<file path="src/rtl/calc_arb_if.sv">
// Handshake bundle between the calc front-end requesters, the result consumer and calc_arb.
// Signal suffixes are from the arbiter's point of view.
interface calc_arb_if;
    logic       req0_i;
    logic [3:0] a0_i;
    logic [3:0] b0_i;
    logic       gnt0_o;
    logic       req1_i;
    logic [3:0] a1_i;
    logic [3:0] b1_i;
    logic       gnt1_o;
    logic       resValid_o;
    logic       resReady_i;
    logic       resId_o;
    logic [5:0] resData_o;
    logic       drop_o;

    modport slave (
        input  req0_i, a0_i, b0_i, req1_i, a1_i, b1_i, resReady_i,
        output gnt0_o, gnt1_o, resValid_o, resId_o, resData_o, drop_o
    );

    modport master (
        output req0_i, a0_i, b0_i, req1_i, a1_i, b1_i, resReady_i,
        input  gnt0_o, gnt1_o, resValid_o, resId_o, resData_o, drop_o
    );
endinterface

</file>
<file path="src/rtl/calc_arb.sv">
// Two-requester arbiter/sequencer around a shared 4-bit ripple adder with a timed result hold.
// Optional macro CALC_ARB_FIXED_PRIO_EN: requester 0 always wins ties instead of round-robin.
module add (
    input  logic [3:0] a_i,
    input  logic [3:0] b_i,
    output logic [4:0] sum_o
);
    logic [4:0] carry;
    logic [3:0] bitSum;

    assign carry[0] = 1'b0;

    for (genvar i = 0; i < 4; i++) begin : g_fa
        assign bitSum[i]  = a_i[i] ^ b_i[i] ^ carry[i];
        assign carry[i+1] = (a_i[i] & b_i[i]) | (carry[i] & (a_i[i] ^ b_i[i]));
    end

    assign sum_o = {carry[4], bitSum};
endmodule

module calc_arb #(
    parameter int unsigned TIMEOUT = 15
) (
    input  logic       clk,
    input  logic       rst_n,
    calc_arb_if.slave  bus
);
    typedef enum logic [1:0] {IDLE, CALC, HOLD} state_t;

    localparam logic [8:0] TIMEOUT_C = 9'(TIMEOUT);

    state_t     state_q;
    logic [3:0] opA_q;
    logic [3:0] opB_q;
    logic       resId_q;
    logic [5:0] resData_q;
    logic       resValid_q;
    logic       drop_q;
    logic [7:0] waitCnt_q;
    logic       prio_q;

    logic       anyReq;
    logic       winner_d;
    logic [4:0] subData;
    logic       timeoutHit;
    logic [8:0] waitCnt_d;

    add u_add (
        .a_i   (opA_q),
        .b_i   (opB_q),
        .sum_o (subData)
    );

    // prio_q stays 0 in the fixed-priority build, so the same tie-break serves both builds.
    assign anyReq   = bus.req0_i | bus.req1_i;
    assign winner_d = (bus.req0_i & bus.req1_i) ? prio_q : ~bus.req0_i;

    assign bus.gnt0_o = (state_q == IDLE) & anyReq & ~winner_d;
    assign bus.gnt1_o = (state_q == IDLE) & anyReq &  winner_d;

    assign waitCnt_d  = {1'b0, waitCnt_q} + 9'd1;
    assign timeoutHit = (TIMEOUT_C != 9'd0) && (waitCnt_d == TIMEOUT_C);

    always_ff @(posedge clk or negedge rst_n) begin
        if (!rst_n) begin
            state_q    <= IDLE;
            opA_q      <= '0;
            opB_q      <= '0;
            resId_q    <= 1'b0;
            resData_q  <= '0;
            resValid_q <= 1'b0;
            drop_q     <= 1'b0;
            waitCnt_q  <= '0;
            prio_q     <= 1'b0;
        end else begin
            drop_q <= 1'b0;
            case (state_q)
                IDLE: begin
                    if (anyReq) begin
                        opA_q   <= winner_d ? bus.a1_i : bus.a0_i;
                        opB_q   <= winner_d ? bus.b1_i : bus.b0_i;
                        resId_q <= winner_d;
                        state_q <= CALC;
                    end
                end
                CALC: begin
                    resData_q  <= {1'b0, subData};
                    resValid_q <= 1'b1;
                    waitCnt_q  <= '0;
                    state_q    <= HOLD;
                end
                HOLD: begin
                    // Acceptance takes precedence over a timeout landing on the same edge.
                    if (bus.resReady_i || timeoutHit) begin
                        resValid_q <= 1'b0;
                        drop_q     <= ~bus.resReady_i;
                        state_q    <= IDLE;
`ifdef CALC_ARB_FIXED_PRIO_EN
                        prio_q     <= 1'b0;
`else
                        prio_q     <= ~resId_q;
`endif
                    end else if (TIMEOUT_C != 9'd0) begin
                        waitCnt_q <= waitCnt_d[7:0];
                    end
                end
                default: state_q <= IDLE;
            endcase
        end
    end

    assign bus.resValid_o = resValid_q;
    assign bus.resId_o    = resId_q;
    assign bus.resData_o  = resData_q;
    assign bus.drop_o     = drop_q;
endmodule

</file>
<file path="src/flat_wrapper.sv">
// flat-port wrapper written by rule: the top's interface ports become plain ports
module calc_arb_flat 
#(
    parameter int unsigned TIMEOUT = 15
)
  (clk, rst_n, bus_req0_i, bus_a0_i, bus_b0_i, bus_req1_i, bus_a1_i, bus_b1_i, bus_resReady_i, bus_gnt0_o, bus_gnt1_o, bus_resValid_o, bus_resId_o, bus_resData_o, bus_drop_o);
  calc_arb_if bus_i ();
  input  logic clk;
  input  logic rst_n;
  input wire logic [$bits(bus_i.req0_i)-1:0] bus_req0_i;
  input wire logic [$bits(bus_i.a0_i)-1:0] bus_a0_i;
  input wire logic [$bits(bus_i.b0_i)-1:0] bus_b0_i;
  input wire logic [$bits(bus_i.req1_i)-1:0] bus_req1_i;
  input wire logic [$bits(bus_i.a1_i)-1:0] bus_a1_i;
  input wire logic [$bits(bus_i.b1_i)-1:0] bus_b1_i;
  input wire logic [$bits(bus_i.resReady_i)-1:0] bus_resReady_i;
  output wire logic [$bits(bus_i.gnt0_o)-1:0] bus_gnt0_o;
  output wire logic [$bits(bus_i.gnt1_o)-1:0] bus_gnt1_o;
  output wire logic [$bits(bus_i.resValid_o)-1:0] bus_resValid_o;
  output wire logic [$bits(bus_i.resId_o)-1:0] bus_resId_o;
  output wire logic [$bits(bus_i.resData_o)-1:0] bus_resData_o;
  output wire logic [$bits(bus_i.drop_o)-1:0] bus_drop_o;
  assign bus_i.req0_i = bus_req0_i;
  assign bus_i.a0_i = bus_a0_i;
  assign bus_i.b0_i = bus_b0_i;
  assign bus_i.req1_i = bus_req1_i;
  assign bus_i.a1_i = bus_a1_i;
  assign bus_i.b1_i = bus_b1_i;
  assign bus_i.resReady_i = bus_resReady_i;
  assign bus_gnt0_o = bus_i.gnt0_o;
  assign bus_gnt1_o = bus_i.gnt1_o;
  assign bus_resValid_o = bus_i.resValid_o;
  assign bus_resId_o = bus_i.resId_o;
  assign bus_resData_o = bus_i.resData_o;
  assign bus_drop_o = bus_i.drop_o;
  calc_arb #(.TIMEOUT(TIMEOUT)) u_core (.clk(clk), .rst_n(rst_n), .bus(bus_i));
endmodule
</file>
<file path="config.mk">
export PLATFORM = sky130hd
export DESIGN_NAME = calc_arb_flat
export DESIGN_NICKNAME = d
export VERILOG_FILES = /design/src/rtl/calc_arb_if.sv /design/src/rtl/calc_arb.sv /design/src/flat_wrapper.sv
export SDC_FILE = /design/constraint.sdc
export NUM_CORES = 1
export LEC_CHECK = 0
export ABC_AREA = 1
export BUFFER_PORTS_ARGS = -buffer_cell sky130_fd_sc_hd__buf_2
export CORE_ASPECT_RATIO = 0.5
export CORE_UTILIZATION = 47
export CTS_CLUSTER_SIZE = 16
export DETAILED_ROUTE_END_ITERATION = 7
export PLACE_DENSITY = 0.78
export SYNTH_ARGS = -nofsm -noshare
export SYNTH_HDL_FRONTEND = slang
export SYNTH_SLANG_ARGS = --single-unit
export TNS_END_PERCENT = 100
</file>
<file path="constraint.sdc">
create_clock -name clk -period 1.65 [get_ports clk]
set_input_delay 0 -clock clk [delete_from_list [all_inputs] [get_ports clk]]
set_output_delay 0 -clock clk [all_outputs]
set_load 0.05 [all_outputs]
</file>
* Word-level counts from Yosys, hierarchy flattened
Index checks and enable logic that the tools add are counted.
** Operators by class
- Add/subtract/negate cells :: 1
- Eq/ne operators :: 6
- Muxes and demuxes :: 12
- Bitwise gates (word level) :: 26
- Reduce and logical (&&, ||, !) cells :: 8
** Operator list (count)
- $pmux W8 S2 :: 1
- $and A1 B1 Y1 :: 11
- $reduce_and A2 Y1 :: 5
- $add A8 B1 Y9 const B :: 1
- $eq A9 B4 Y1 const B :: 1
- $mux W4 :: 2
- $mux W8 :: 1
- $xor A1 B1 Y1 :: 7
- $pmux W2 S3 :: 1
- $mux W1 :: 4
- $mux W2 :: 2
- $ne A2 B1 Y1 const B :: 2
- $not A1 Y1 :: 4
- $or A1 B1 Y1 :: 4
- $eq A2 B1 Y1 const B :: 1
- $eq A2 B2 Y1 const B :: 1
- $logic_not A2 Y1 :: 1
- $ne A2 B2 Y1 const B :: 1
- $pmux W1 S2 :: 1
- $reduce_bool A2 Y1 :: 1
- $logic_or A1 B1 Y1 :: 1
** Storage, ports and cells
- Bits in registers :: 27
- Bits of input ports :: 21
- Output and inout port bits :: 11
- Word-level logic and storage cells :: 62

* Depth between registers and ports, before layout
Gate-level depths: netlist of run 1.
- Depth in word-level cells :: 7
- Depth in mapped cells :: 11
- Mapped depth without buffers :: 11

* Cells and area by module
From an unflattened synthesis of run 1, not the netlist that was laid out.
** Unflattened totals
- Cells, all modules :: 176
- Area total of the unflattened synthesis :: 1460.2 um^2
** By module, submodules not included
- calc_arb :: times used 1, cells an instance 162, area an instance 1350.0 um^2, seq. area each 675.6 um^2
- add :: times used 1, cells an instance 14, area an instance 110.1 um^2, seq. area each 0.0 um^2

* Worst setup path after synthesis of run 1
Ideal clock, no wire load.
- Kind :: register to register
- Start :: register u_core.opB_q[0]
- End :: register u_core.resData_q[3], in the netlist u_core.bus.resData_o[3]
- Library setup time :: 0.083 ns
- Data arrival time :: 1.725 ns
- Required time :: 1.567 ns
- Path slack :: -0.158 ns
- Stages on the path, launching flop included :: 9
- Path buffers :: 0
- Clock period less this slack :: 1.808 ns
- Cells stage by stage :: dfrtp_1 ha_1 inv_1 fa_1 inv_1 fa_1 inv_1 fa_1 o21ai_0
** Between the ends
- Cells in the longest elaborated chain, start to end :: 6
** RTL lines
- from (decl) :: RTL line calc_arb.sv:34 : logic [3:0] opB_q;
- from (signal assigned) :: RTL line calc_arb.sv:81 : opB_q <= winner_d ? bus.b1_i : bus.b0_i;
- $and A1 B1 Y1 (2 in series) :: RTL line calc_arb.sv:15 : assign carry[i+1] = (a_i[i] & b_i[i]) | (carry[i] & (a_i[i] ^ b_i[i]));
- $or A1 B1 Y1 :: RTL line calc_arb.sv:15
- $and A1 B1 Y1 :: RTL line calc_arb.sv:15
- $or A1 B1 Y1 :: RTL line calc_arb.sv:15
- $xor A1 B1 Y1 :: RTL line calc_arb.sv:14 : assign bitSum[i] = a_i[i] ^ b_i[i] ^ carry[i];
- to (signal assigned) :: RTL line calc_arb.sv:87 : resData_q <= {1'b0, subData};
- to (decl) :: RTL line calc_arb.sv:36 : logic [5:0] resData_q;
Every way passes these cells.
A chain may end at the register's enable or synchronous reset.

* Final worst setup path of run 1
- Start :: register u_core.opA_q[0]
- End :: register u_core.resData_q[3], in the netlist u_core.bus.resData_o[3]
** Between the ends
- Cells in the longest elaborated chain, start to end :: 6
** RTL lines
- from (decl) :: RTL line calc_arb.sv:33 : logic [3:0] opA_q;
- from (signal assigned) :: RTL line calc_arb.sv:80 : opA_q <= winner_d ? bus.a1_i : bus.a0_i;
- $and A1 B1 Y1 (2 in series) :: RTL line calc_arb.sv:15
- $or A1 B1 Y1 :: RTL line calc_arb.sv:15
- $and A1 B1 Y1 :: RTL line calc_arb.sv:15
- $or A1 B1 Y1 :: RTL line calc_arb.sv:15
- $xor A1 B1 Y1 :: RTL line calc_arb.sv:14
Every way passes these cells.

==> results.yml, run 1 <==
run_status:
  outcome: "complete, but fails checks"
  violations: "negative setup slack"
drt:
  highest_layer: "met4"
  viasPerCell: 4.922
  met2WireLength_microns: 1802
  routed_wl_microns: 3517
  dr_wl_met3_microns: 123
  drt_iter0_drc: 102
  vias: 1319
  drtAntennaViolNets: 0
  drc_errors: 0
  drt_pre_antenna_iters: 4
  post_drt_wl_per_cell_microns: 13.12
  wl_met1_microns: 1529
cells_and_area:
  antenna_cells: 0
  drive_gt1_share_pct: 30.30
  multi_input_area_sq_um: 703.2
  nets: 259
  regArea_sq_um: 676.9
  area_delta_synth_final_pct: 41.42
  fin_util_pct: 73.28
  num-fill-cells: 184
clock_tree:
  clockBufferDepth: 2
  root_buffer: "clkbuf_8"
  cts_sinks: 27
  tritoncts: "done"
  clk_latency_ps: 280
  numCtsBuffers: 3
  cts.clk_slew.worst_paths_ps: 90
  cts-htree-levels: 1
flow_run:
  maxCapViolations: 0
synthesis:
  avgSynthCellArea_sq_um: 8.480
  netlist_top_cells_area: "dfrtp_1 (48%), nand2_1 (15%), nand3_1 (7.8%)"
  yosysMostFrequentCell: "nand2_1"
  netlist_instances: 166
  synth-edff-count: 0
  ys_async_sr_fraction_pct: 100.0
  synth_cell_types: 24
  ys_top_cells_by_count: "nand2_1 (56), dfrtp_1 (27), nand3_1 (22), inv_1 (18), nor2_1 (7)"
  ys_warn_count: 0
  ys.flop_type: "dfrtp_1"
  syn-cell-area_sq_um: 1408
  synth.top_cell.area_share_pct: 48.00
  yosysSeqAreaShare_pct: 48.00
  synth_top_area_cell: "dfrtp_1"
  ys_ff_latch: 27
  synth_fp_nets: 193
power:
  p_per_area_nw_per_um2: 1515
  switching_share_pct: 45.37
  vdd_drop_max_uv: 872.5
  p_comb_share_pct: 53.2
  power.switching_mw: 1.368
  p_int_mw: 1.648
  power.clock.fraction_pct: 12.4
  seqPwrFrac_pct: 34.4
  leakage_nw: 1.008
global_route:
  grt_usage_pct: 22.19
  grt_pass1_vias: 1161
  antenna_found_initial: 0
  grt_pass1_wl_microns: 5030
  grt_max_degree: 28
  overflow: 0
setup_path:
  cp_common_cell: "inv_2"
  cp-start-kind: "register"
  arrival_ps: 2070
  critPathBufInv: 3
  critical_path_class: "register to register"
  crit_chain: "ha_2 > inv_2 > fa_2 > inv_2 > fa_2 > inv_2 > fa_1 > o21ai_1"
  slowest_stage: "dfrtp_1"
  path_delay_family: "adder cells"
  critPathMaxStageDelay_ps: 400
  cp-end-kind: "register"
  required_ps: 1860
  crit_fanout: 2
min_path:
  hp-class: "input port to register"
sta:
  skew_ps: 2.483
  rsz0062_at_grt: "true"
  relSlewSlack_pct: 59.73
  setup_ws_ps: -208.6
  setup_viol: 2
  hold_violations: 0
  fin_crit_ps: 1859
  finalCritPeriodShare_pct: 112.6
  worst_pin_slew_ps: 604.0
  whs_ps: 116.1
  slew_violations: 0
  max_freq_mhz: 538.0
place:
  portBuffers: 30
  post-dp-hpwl_microns: 2115
  gp_congestion: 0.7979
die:
  initial_utilization_pct: 51.82
  dieWidth_microns: 79.40
  io_pins: 32
  num_rows: 13
  fp.dieH_microns: 40.70
  die_area_sq_um: 3231
  core_sq_um: 2716
[per-stage QoR]
step	setup TNS [ps]	std cells	total power, mW	instance area, sq um	setup WS [ps]
floorplan	-127.5	166	1.983	1408	-123.2
global placement	-215.9	239	2.359	1648	-164.6
detailed placement	-319.8	239	2.429	1648	-195.3
CTS	-345.5	263	2.906	1897	-210.4
global route	-700.9	268	3.209	1991	-272.8
finish	-356.9	268	3.016	1991	-208.6
[cell type report]
cell class / count / share of cell area (%)
clock buffer: 3 / 2.074
clock inverter: 1 / 0.2514
inverter: 18 / 3.394
multi-input combinational: 119 / 35.32
sequential: 27 / 34.00
tap: 37 / 2.326
timing repair buffer: 63 / 22.63
[worst register-to-register path, stage by stage (launching register included)]
cell and delay, ps:
dfrtp_1 400, ha_2 190, inv_2 50, fa_2 180
inv_2 40, fa_2 350, inv_2 60, fa_1 400
o21ai_1 120
[layout by cell type, fill, tap and decap left out, types with 3 or more instances in the layout]
cell type,synthesis,final
nand2_1,56,56
buf_2,1,30
dfrtp_1,27,26
nand3_1,22,20
dlygate4sd3_1,0,18
inv_1,18,15
buf_4,1,13
nor2_1,7,7
o211ai_1,4,4
inv_2,0,3
o21ai_1,2,3
nor2_2,4,3
nand3_2,2,3
clkbuf_8,0,3
[cell families (layout without fill, tap and decap cells)]
group / after synthesis / in the layout / share of synthesized area [%]
AOI/OAI and AO/OA: 13 / 13 / 5.778
buffers and inverters: 21 / 85 / 6.488
other: 1 / 1 / 0.2664
adders and majority gates: 6 / 6 / 6.934
xor gates and xnor gates: 3 / 3 / 1.867
and+or+nand+nor: 95 / 96 / 30.67
DFF: 27 / 27 / 48.00
[layer usage]
metal / vias up / global-route usage (%)
li1: 661 / -
met1: 620 / 24.86
met2: 31 / 44.40
met3: 7 / 5.778
met4: 0 / 6.364
met5: - / 0
[power groups by stage]
stage / combinational (mW) / clock (mW) / sequential [mW]
2_1_floorplan: 0.688 / 0 / 1.29
6_report: 1.60 / 0.375 / 1.04
3_3_place_gp: 1.34 / 0 / 1.02
3_5_place_dp: 1.40 / 0 / 1.03
4_1_cts: 1.49 / 0.392 / 1.02
5_1_grt: 1.75 / 0.409 / 1.05
[sequential cells by signal, indices dropped and copies added, names as in the netlist]
register               cells
u_core.prio_q              1
u_core.opB_q               4
u_core.waitCnt_q           8
u_core.bus.resId_o         1
u_core.bus.resValid_o      1
u_core.state_q             2
u_core.opA_q               4
u_core.bus.resData_o       5
u_core.bus.drop_o          1
[path summary, 6_finish.rpt]
| path | start | endpoint | slack (ps) | cells after the start |
|---|---|---|---|---|
| min reg2reg | u_core.bus.resData_o[2]$_DFFE_PN0P_ | u_core.bus.resData_o[2]$_DFFE_PN0P_ | 500 | 2 |
| max | u_core.opA_q[0]$_DFFE_PN0P_ | u_core.bus.resData_o[3]$_DFFE_PN0P_ | -210 | 8 |
| max in group asynchronous | rst_n | u_core.waitCnt_q[2]$_DFFE_PN0P_ | 930 | 2 |
| min | bus_req0_i | u_core.opA_q[0]$_DFFE_PN0P_ | 120 | 4 |
| min in group asynchronous | rst_n | u_core.opB_q[3]$_DFFE_PN0P_ | 290 | 2 |
| max reg2reg | u_core.opA_q[0]$_DFFE_PN0P_ | u_core.bus.resData_o[3]$_DFFE_PN0P_ | -210 | 8 |
[repair_timing]
action | CTS | global route
gates resized for setup | 7 | 11
hold buffers | 18 | 0
setup endpoints to repair | 2 | 16
hold endpoints to repair | 36 | 0
cloned | 0 | 1
setup buffers | 2 | 4
pin swaps | 4 | 8
(Power assumes the default switching activity.)
==> run 2: changes to the inputs <==
--- a/config.mk
+++ b/config.mk
@@ -8,11 +8,12 @@
 export ABC_AREA = 1
 export BUFFER_PORTS_ARGS = -buffer_cell sky130_fd_sc_hd__buf_2
 export CORE_ASPECT_RATIO = 0.5
-export CORE_UTILIZATION = 47
+export CORE_UTILIZATION = 48
 export CTS_CLUSTER_SIZE = 16
 export DETAILED_ROUTE_END_ITERATION = 7
-export PLACE_DENSITY = 0.78
+export PLACE_DENSITY = 0.79
 export SYNTH_ARGS = -nofsm -noshare
 export SYNTH_HDL_FRONTEND = slang
+export SYNTH_HIERARCHICAL = 1
 export SYNTH_SLANG_ARGS = --single-unit
 export TNS_END_PERCENT = 100
==> results.yml, run 2 <==
power:
  leakage_nw: 1.081
  power.switching_mw: 1.429
  power.clock.fraction_pct: 11.9
  p_per_area_nw_per_um2: 1489
  seqPwrFrac_pct: 33.4
  p_int_mw: 1.737
  switching_share_pct: 45.13
  vdd_drop_max_uv: 1158
  p_comb_share_pct: 54.8
place:
  portBuffers: 30
  post-dp-hpwl_microns: 2143
  gp_congestion: 0.7973
  dpl_cell_area_sq_um: 1744
clock_tree:
  tritoncts: "done"
  root_buffer: "clkbuf_8"
  clk_latency_ps: 280
  cts.clk_slew.worst_paths_ps: 90
  clockBufferDepth: 2
  numCtsBuffers: 3
  cts_sinks: 27
  cts-htree-levels: 1
die:
  die_area_sq_um: 3280
  io_pins: 32
  initial_utilization_pct: 53.43
  dieWidth_microns: 80
  fp.dieH_microns: 41
  core_sq_um: 2733
  num_rows: 13
synthesis:
  avgSynthCellArea_sq_um: 8.296
  yosysMostFrequentCell: "nand2_1"
  netlist_top_cells_area: "dfrtp_1 (46%), nand2_1 (13%), nand3_1 (8.9%)"
  syn-cell-area_sq_um: 1460
  ys.flop_type: "dfrtp_1"
  synth-edff-count: 0
  synth_top_area_cell: "dfrtp_1"
  netlist_instances: 176
  synth_cell_types: 23
  synth_fp_nets: 203
  yosysSeqAreaShare_pct: 46.27
  ys_top_cells_by_count: "nand2_1 (52), dfrtp_1 (27), nand3_1 (26), inv_1 (25), nor2_1 (9)"
  ys_warn_count: 6
  ys_ff_latch: 27
  synth.top_cell.area_share_pct: 46.27
  ys_async_sr_fraction_pct: 100.0
drt:
  routed_wl_microns: 3833
  post_drt_wl_per_cell_microns: 13.59
  dr_wl_met3_microns: 218
  met2WireLength_microns: 2009
  drt_iter0_drc: 164
  vias: 1445
  highest_layer: "met4"
  drt_pre_antenna_iters: 4
  wl_met1_microns: 1552
  drtAntennaViolNets: 0
  drc_errors: 0
  viasPerCell: 5.124
cells_and_area:
  drive_gt1_share_pct: 36.73
  num-fill-cells: 174
  final_common_cell: "nand2_1"
  antenna_cells: 0
  largest_reg_flops: 8
  largest-register: "u_core/waitCnt_q"
  nets: 273
  final_area_sq_um: 2126
  mostFrequentLayoutCells: "nand2_1 (48), buf_2 (30), dfrtp_1 (27)"
  area_delta_synth_final_pct: 45.59
sta:
  max_freq_mhz: 491.8
  hold_violations: 0
  skew_ps: 11.58
  rsz0062_at_grt: "true"
  worst_pin_slew_ps: 595.6
  setup_ws_ps: -383.4
  relSlewSlack_pct: 60.29
  fin_crit_ps: 2033
  setup_viol: 15
  slew_violations: 0
  whs_ps: 277.1
  finalCritPeriodShare_pct: 123.2
global_route:
  grt_max_degree: 28
  grt_usage_pct: 24.49
  antenna_found_initial: 0
  grt_pass1_vias: 1227
  grt_pass1_wl_microns: 5623
  overflow: 0
setup_path:
  cp-start-kind: "register"
  critical_path_class: "register to register"
  crit_chain: "ha_2 > inv_2 > fa_2 > inv_2 > fa_1 > inv_1 > fa_1 > inv_1 > mux2_2"
  critPathMaxStageDelay_ps: 480
  slowest_stage: "fa_1"
  required_ps: 1810
  arrival_ps: 2190
  cp-end-kind: "register"
  crit_fanout: 2
flow_run:
  maxCapViolations: 0
run_status:
  violations: "negative setup slack"
  outcome: "complete, but fails checks"
min_path:
  hp-class: "input port to async pin"
==> run 2: layer usage <==
| metal | vias up | track usage, % |
|---|---|---|
| met3 | 6 | 4.222 |
| met4 | 0 | 10.27 |
| met1 | 684 | 28.89 |
| met5 | - | 0 |
| met2 | 61 | 47.22 |
| li1 | 694 | - |
==> run 2: cells by family after synthesis <==
group           synth area share (%)
mux                            3.856
fa+ha+maj                      6.684
simple gates                   32.48
other cells                   0.2568
compound gates                 2.913
flops                          46.27
buf+inv                        7.540
==> run 2: metrics by stage <==
stage,std cells,TNS (ps),power (mW),setup slack [ps],util (%)
2_1_floorplan,176,-410.3,2.125,-291.2,-
3_3_place_gp,252,-717.2,2.535,-317.0,63.83
3_5_place_dp,252,-1055,2.606,-361.0,63.83
4_1_cts,280,-813.5,3.087,-374.1,76.28
5_1_grt,282,-2887,3.354,-426.9,77.79
6_report,282,-1851,3.165,-383.4,77.79
==> run 2: critical path, delay by kind of cell, from the launching register on <==
kind | cells | cell delay [ps]
fa+ha+maj | 4 | 1120
flops | 1 | 360
mux | 1 | 250
buf+inv | 4 | 180
==> run 2: path summary, 6_finish.rpt <==
check                                             from                                  end  slack, ps  cells after the start
setup / recovery           u_core/opB_q[0]$_DFFE_PN0P_  u_core/bus.resData_o[3]$_DFFE_PN0P_       -380                      9
hold / removal                                   rst_n          u_core/bus.drop_o$_DFF_PN0_        280                      2
setup reg to reg           u_core/opB_q[0]$_DFFE_PN0P_  u_core/bus.resData_o[3]$_DFFE_PN0P_       -380                      9
hold reg to reg              u_core/prio_q$_DFFE_PN0P_            u_core/prio_q$_DFFE_PN0P_        490                      2
max in group asynchronous                        rst_n  u_core/bus.resData_o[0]$_DFFE_PN0P_        970                      2
min in group clk                            bus_req0_i        u_core/state_q[0]$_DFFE_PN0P_        290                      4
==> run 2: layout make-up <==
cell class / count / area [sq um] / share of cell area (%)
Clock buffer: 4 / 45.04 / 2.119
Inverter: 25 / 93.84 / 4.414
Multi-Input combinational cell: 122 / 780.7 / 36.73
Sequential cell: 27 / 675.6 / 31.78
Tap cell: 37 / 46.29 / 2.178
Timing Repair Buffer: 67 / 484.2 / 22.78
==> run 2: what timing repair did <==
item,CTS,global route
pin swaps,12,5
setup buffers,5,2
resized for setup,19,6
endpoints found under the hold margin,36,0
gates cloned,1,0
endpoints found under the setup margin,16,15
hold buffers,18,0
==> run 2: power by group through the flow <==
stage	Sequential, mW	Combinational, mW	Clock [mW]
5_1_grt	1.08	1.86	0.411
4_1_cts	1.04	1.65	0.394
3_5_place_dp	1.06	1.55	0
2_1_floorplan	1.33	0.795	0
3_3_place_gp	1.04	1.49	0
6_report	1.06	1.73	0.375
==> run 3: changes to the inputs <==
--- a/config.mk
+++ b/config.mk
@@ -8,10 +8,10 @@
 export ABC_AREA = 1
 export BUFFER_PORTS_ARGS = -buffer_cell sky130_fd_sc_hd__buf_2
 export CORE_ASPECT_RATIO = 0.5
-export CORE_UTILIZATION = 48
+export CORE_UTILIZATION = 53
 export CTS_CLUSTER_SIZE = 16
 export DETAILED_ROUTE_END_ITERATION = 7
-export PLACE_DENSITY = 0.79
+export PLACE_DENSITY = 0.82
 export SYNTH_ARGS = -nofsm -noshare
 export SYNTH_HDL_FRONTEND = slang
 export SYNTH_HIERARCHICAL = 1
==> constraint.sdc (replaced) <==
create_clock -name clk -period 2.3 [get_ports clk]
set_input_delay 0 -clock clk [delete_from_list [all_inputs] [get_ports clk]]
set_output_delay 0 -clock clk [all_outputs]
set_load 0.05 [all_outputs]
==> results.yml, run 3 (synthesis gave the netlist of run 2 again) <==
run_status:
  outcome: "complete, but fails checks"
  violations: "design-rule violations"
sta:
  max_freq_mhz: 458.6
  whs_ps: 153.9
  relSlewSlack_pct: 59.54
  fin_crit_ps: 2180
  slew_violations: 0
  hold_violations: 0
  finalCritPeriodShare_pct: 94.80
  skew_ps: 5.638
  setup_viol: 0
  worst_pin_slew_ps: 607.0
  setup_ws_ps: 119.6
min_path:
  holdCritStartpoint: "bus_req0_i"
  whs_endpoint: "u_core/state_q[0]$_DFFE_PN0P_"
  hp-class: "input port to register"
  holdPathStages: 4
setup_path:
  reg2reg_from: "u_core/opB_q[0]$_DFFE_PN0P_"
  critical_path_class: "register to register"
  regToRegEndpoint: "u_core/bus.resData_o[3]$_DFFE_PN0P_"
  rrSetupSlack_ps: 120
  arrival_ps: 2350
  cp-start-kind: "register"
  r2r.worst_path.cells: 9
  cp-end-kind: "register"
  crit_fanout: 2
  required_ps: 2470
drt:
  drtAntennaViolNets: 0
  vias: 1361
  post_drt_wl_per_cell_microns: 13.76
  drt_iter0_drc: 114
  drc_errors: 2
  routed_wl_microns: 3632
  drt_pre_antenna_iters: 6
  viasPerCell: 5.155
global_route:
  grt_pass1_wl_microns: 5651
  antenna_found_initial: 0
  grt_max_degree: 28
  overflow: 0
  grt_usage_pct: 26.29
  grt_pass1_vias: 1269
power:
  vdd_drop_max_uv: 881.8
  leakage_nw: 0.9930
  p_per_area_nw_per_um2: 1176
die:
  io_pins: 32
  initial_utilization_pct: 56.11
  num_rows: 13
  dieWidth_microns: 76.23
  die_area_sq_um: 2982
  core_sq_um: 2603
  fp.dieH_microns: 39.12
clock_tree:
  post-cts-setup-buffer-count: 0
  root_buffer: "clkbuf_8"
  clockBufferDepth: 2
  cts_sinks: 27
  clk_latency_ps: 280
  numCtsBuffers: 3
  cts.clk_slew.worst_paths_ps: 100
  cts-htree-levels: 1
  tritoncts: "done"
place:
  portBuffers: 30
  gp_congestion: 0.8364
  dp.cells: 242
  post-dp-hpwl_microns: 2173
  post-place-ws_ps: 234.9
flow_run:
  maxCapViolations: 0
cells_and_area:
  area_delta_synth_final_pct: 29.05
  final_common_cell: "nand2_1"
  largest-register: "u_core/waitCnt_q"
  multi_input_area_sq_um: 676.9
  antenna_cells: 0
  nets: 255
  regArea_sq_um: 675.6
  largest_reg_flops: 8
  fin_util_pct: 72.40
  mostFrequentLayoutCells: "nand2_1 (52), buf_2 (30), dfrtp_1 (27)"
  fin_cells: 264
  drive_gt1_share_pct: 23.35
  num-fill-cells: 168
## run 3: cell types whose count changed in the layout (fill, tap and decap cells not counted), moves of 3 or more
cell / change
buf_4: -14
nand3_1: +6
nand2_2: -3
buf_6: -3
nand2_1: +4
nand3_2: -6
## run 3: metal layers
metal  GRT usage, %  part of all wire [%]  up-vias
li1               -                     -      647
met2          48.20                    49       66
met1          28.38                    41      632
met5              0                     0        -
met4          17.79                   3.4        0
met3          7.294                   6.3       16
## run 3: through the flow
step | total power [mW] | setup TNS [ps] | cell area (sq um)
after floorplan | 1.497 | 0 | 1460
after global placement | 1.699 | 0 | 1655
after detailed placement | 1.755 | 0 | 1655
after CTS | 2.161 | 0 | 1882
after global routing | 2.353 | -2.392 | 1884
final | 2.216 | 0 | 1884
## run 3: power breakdown
group,leakage [nW],switching [mW],internal [mW]
Sequential,0.343,0.113,0.648
Clock,0.0255,0.153,0.122
Combinational,0.624,0.735,0.445
## run 3: worst max-delay path: stages, from the launching register on
cell and delay, ps:
dfrtp_1 380, ha_1 180, inv_1 60, fa_1 370, inv_1 80, fa_1 160, inv_1 60, fa_1 470
inv_1 40, mux2_2 260
## run 3: worst max-delay path by stage
stage                                   from                             endpoint  slack [ps]
2_1_floorplan    u_core/opA_q[0]$_DFFE_PN0P_  u_core/bus.resData_o[3]$_DFFE_PN0P_         340
3_3_place_gp     u_core/opA_q[0]$_DFFE_PN0P_  u_core/bus.resData_o[3]$_DFFE_PN0P_         310
3_5_place_dp     u_core/opB_q[0]$_DFFE_PN0P_  u_core/bus.resData_o[3]$_DFFE_PN0P_         230
4_1_cts        u_core/state_q[0]$_DFFE_PN0P_          u_core/opA_q[0]$_DFFE_PN0P_         150
5_1_grt        u_core/state_q[0]$_DFFE_PN0P_          u_core/opA_q[1]$_DFFE_PN0P_          -2
6_report         u_core/opB_q[0]$_DFFE_PN0P_  u_core/bus.resData_o[3]$_DFFE_PN0P_         120
## run 3: area by class of cell
cell class	count	share of cell area, %
Clock buffer	3	2.191
Inverter	25	4.980
Multi-Input combinational cell	121	35.92
Sequential cell	27	35.86
Tap cell	37	2.457
Timing Repair Buffer	50	18.33
Clock inverter	1	0.2656
## run 3: repair_timing
action / CTS / global route
setup endpoints to repair: 0 / 2
endpoints found under the hold margin: 36 / 0
hold buffers: 18 / 0
resized for setup: 0 / 1
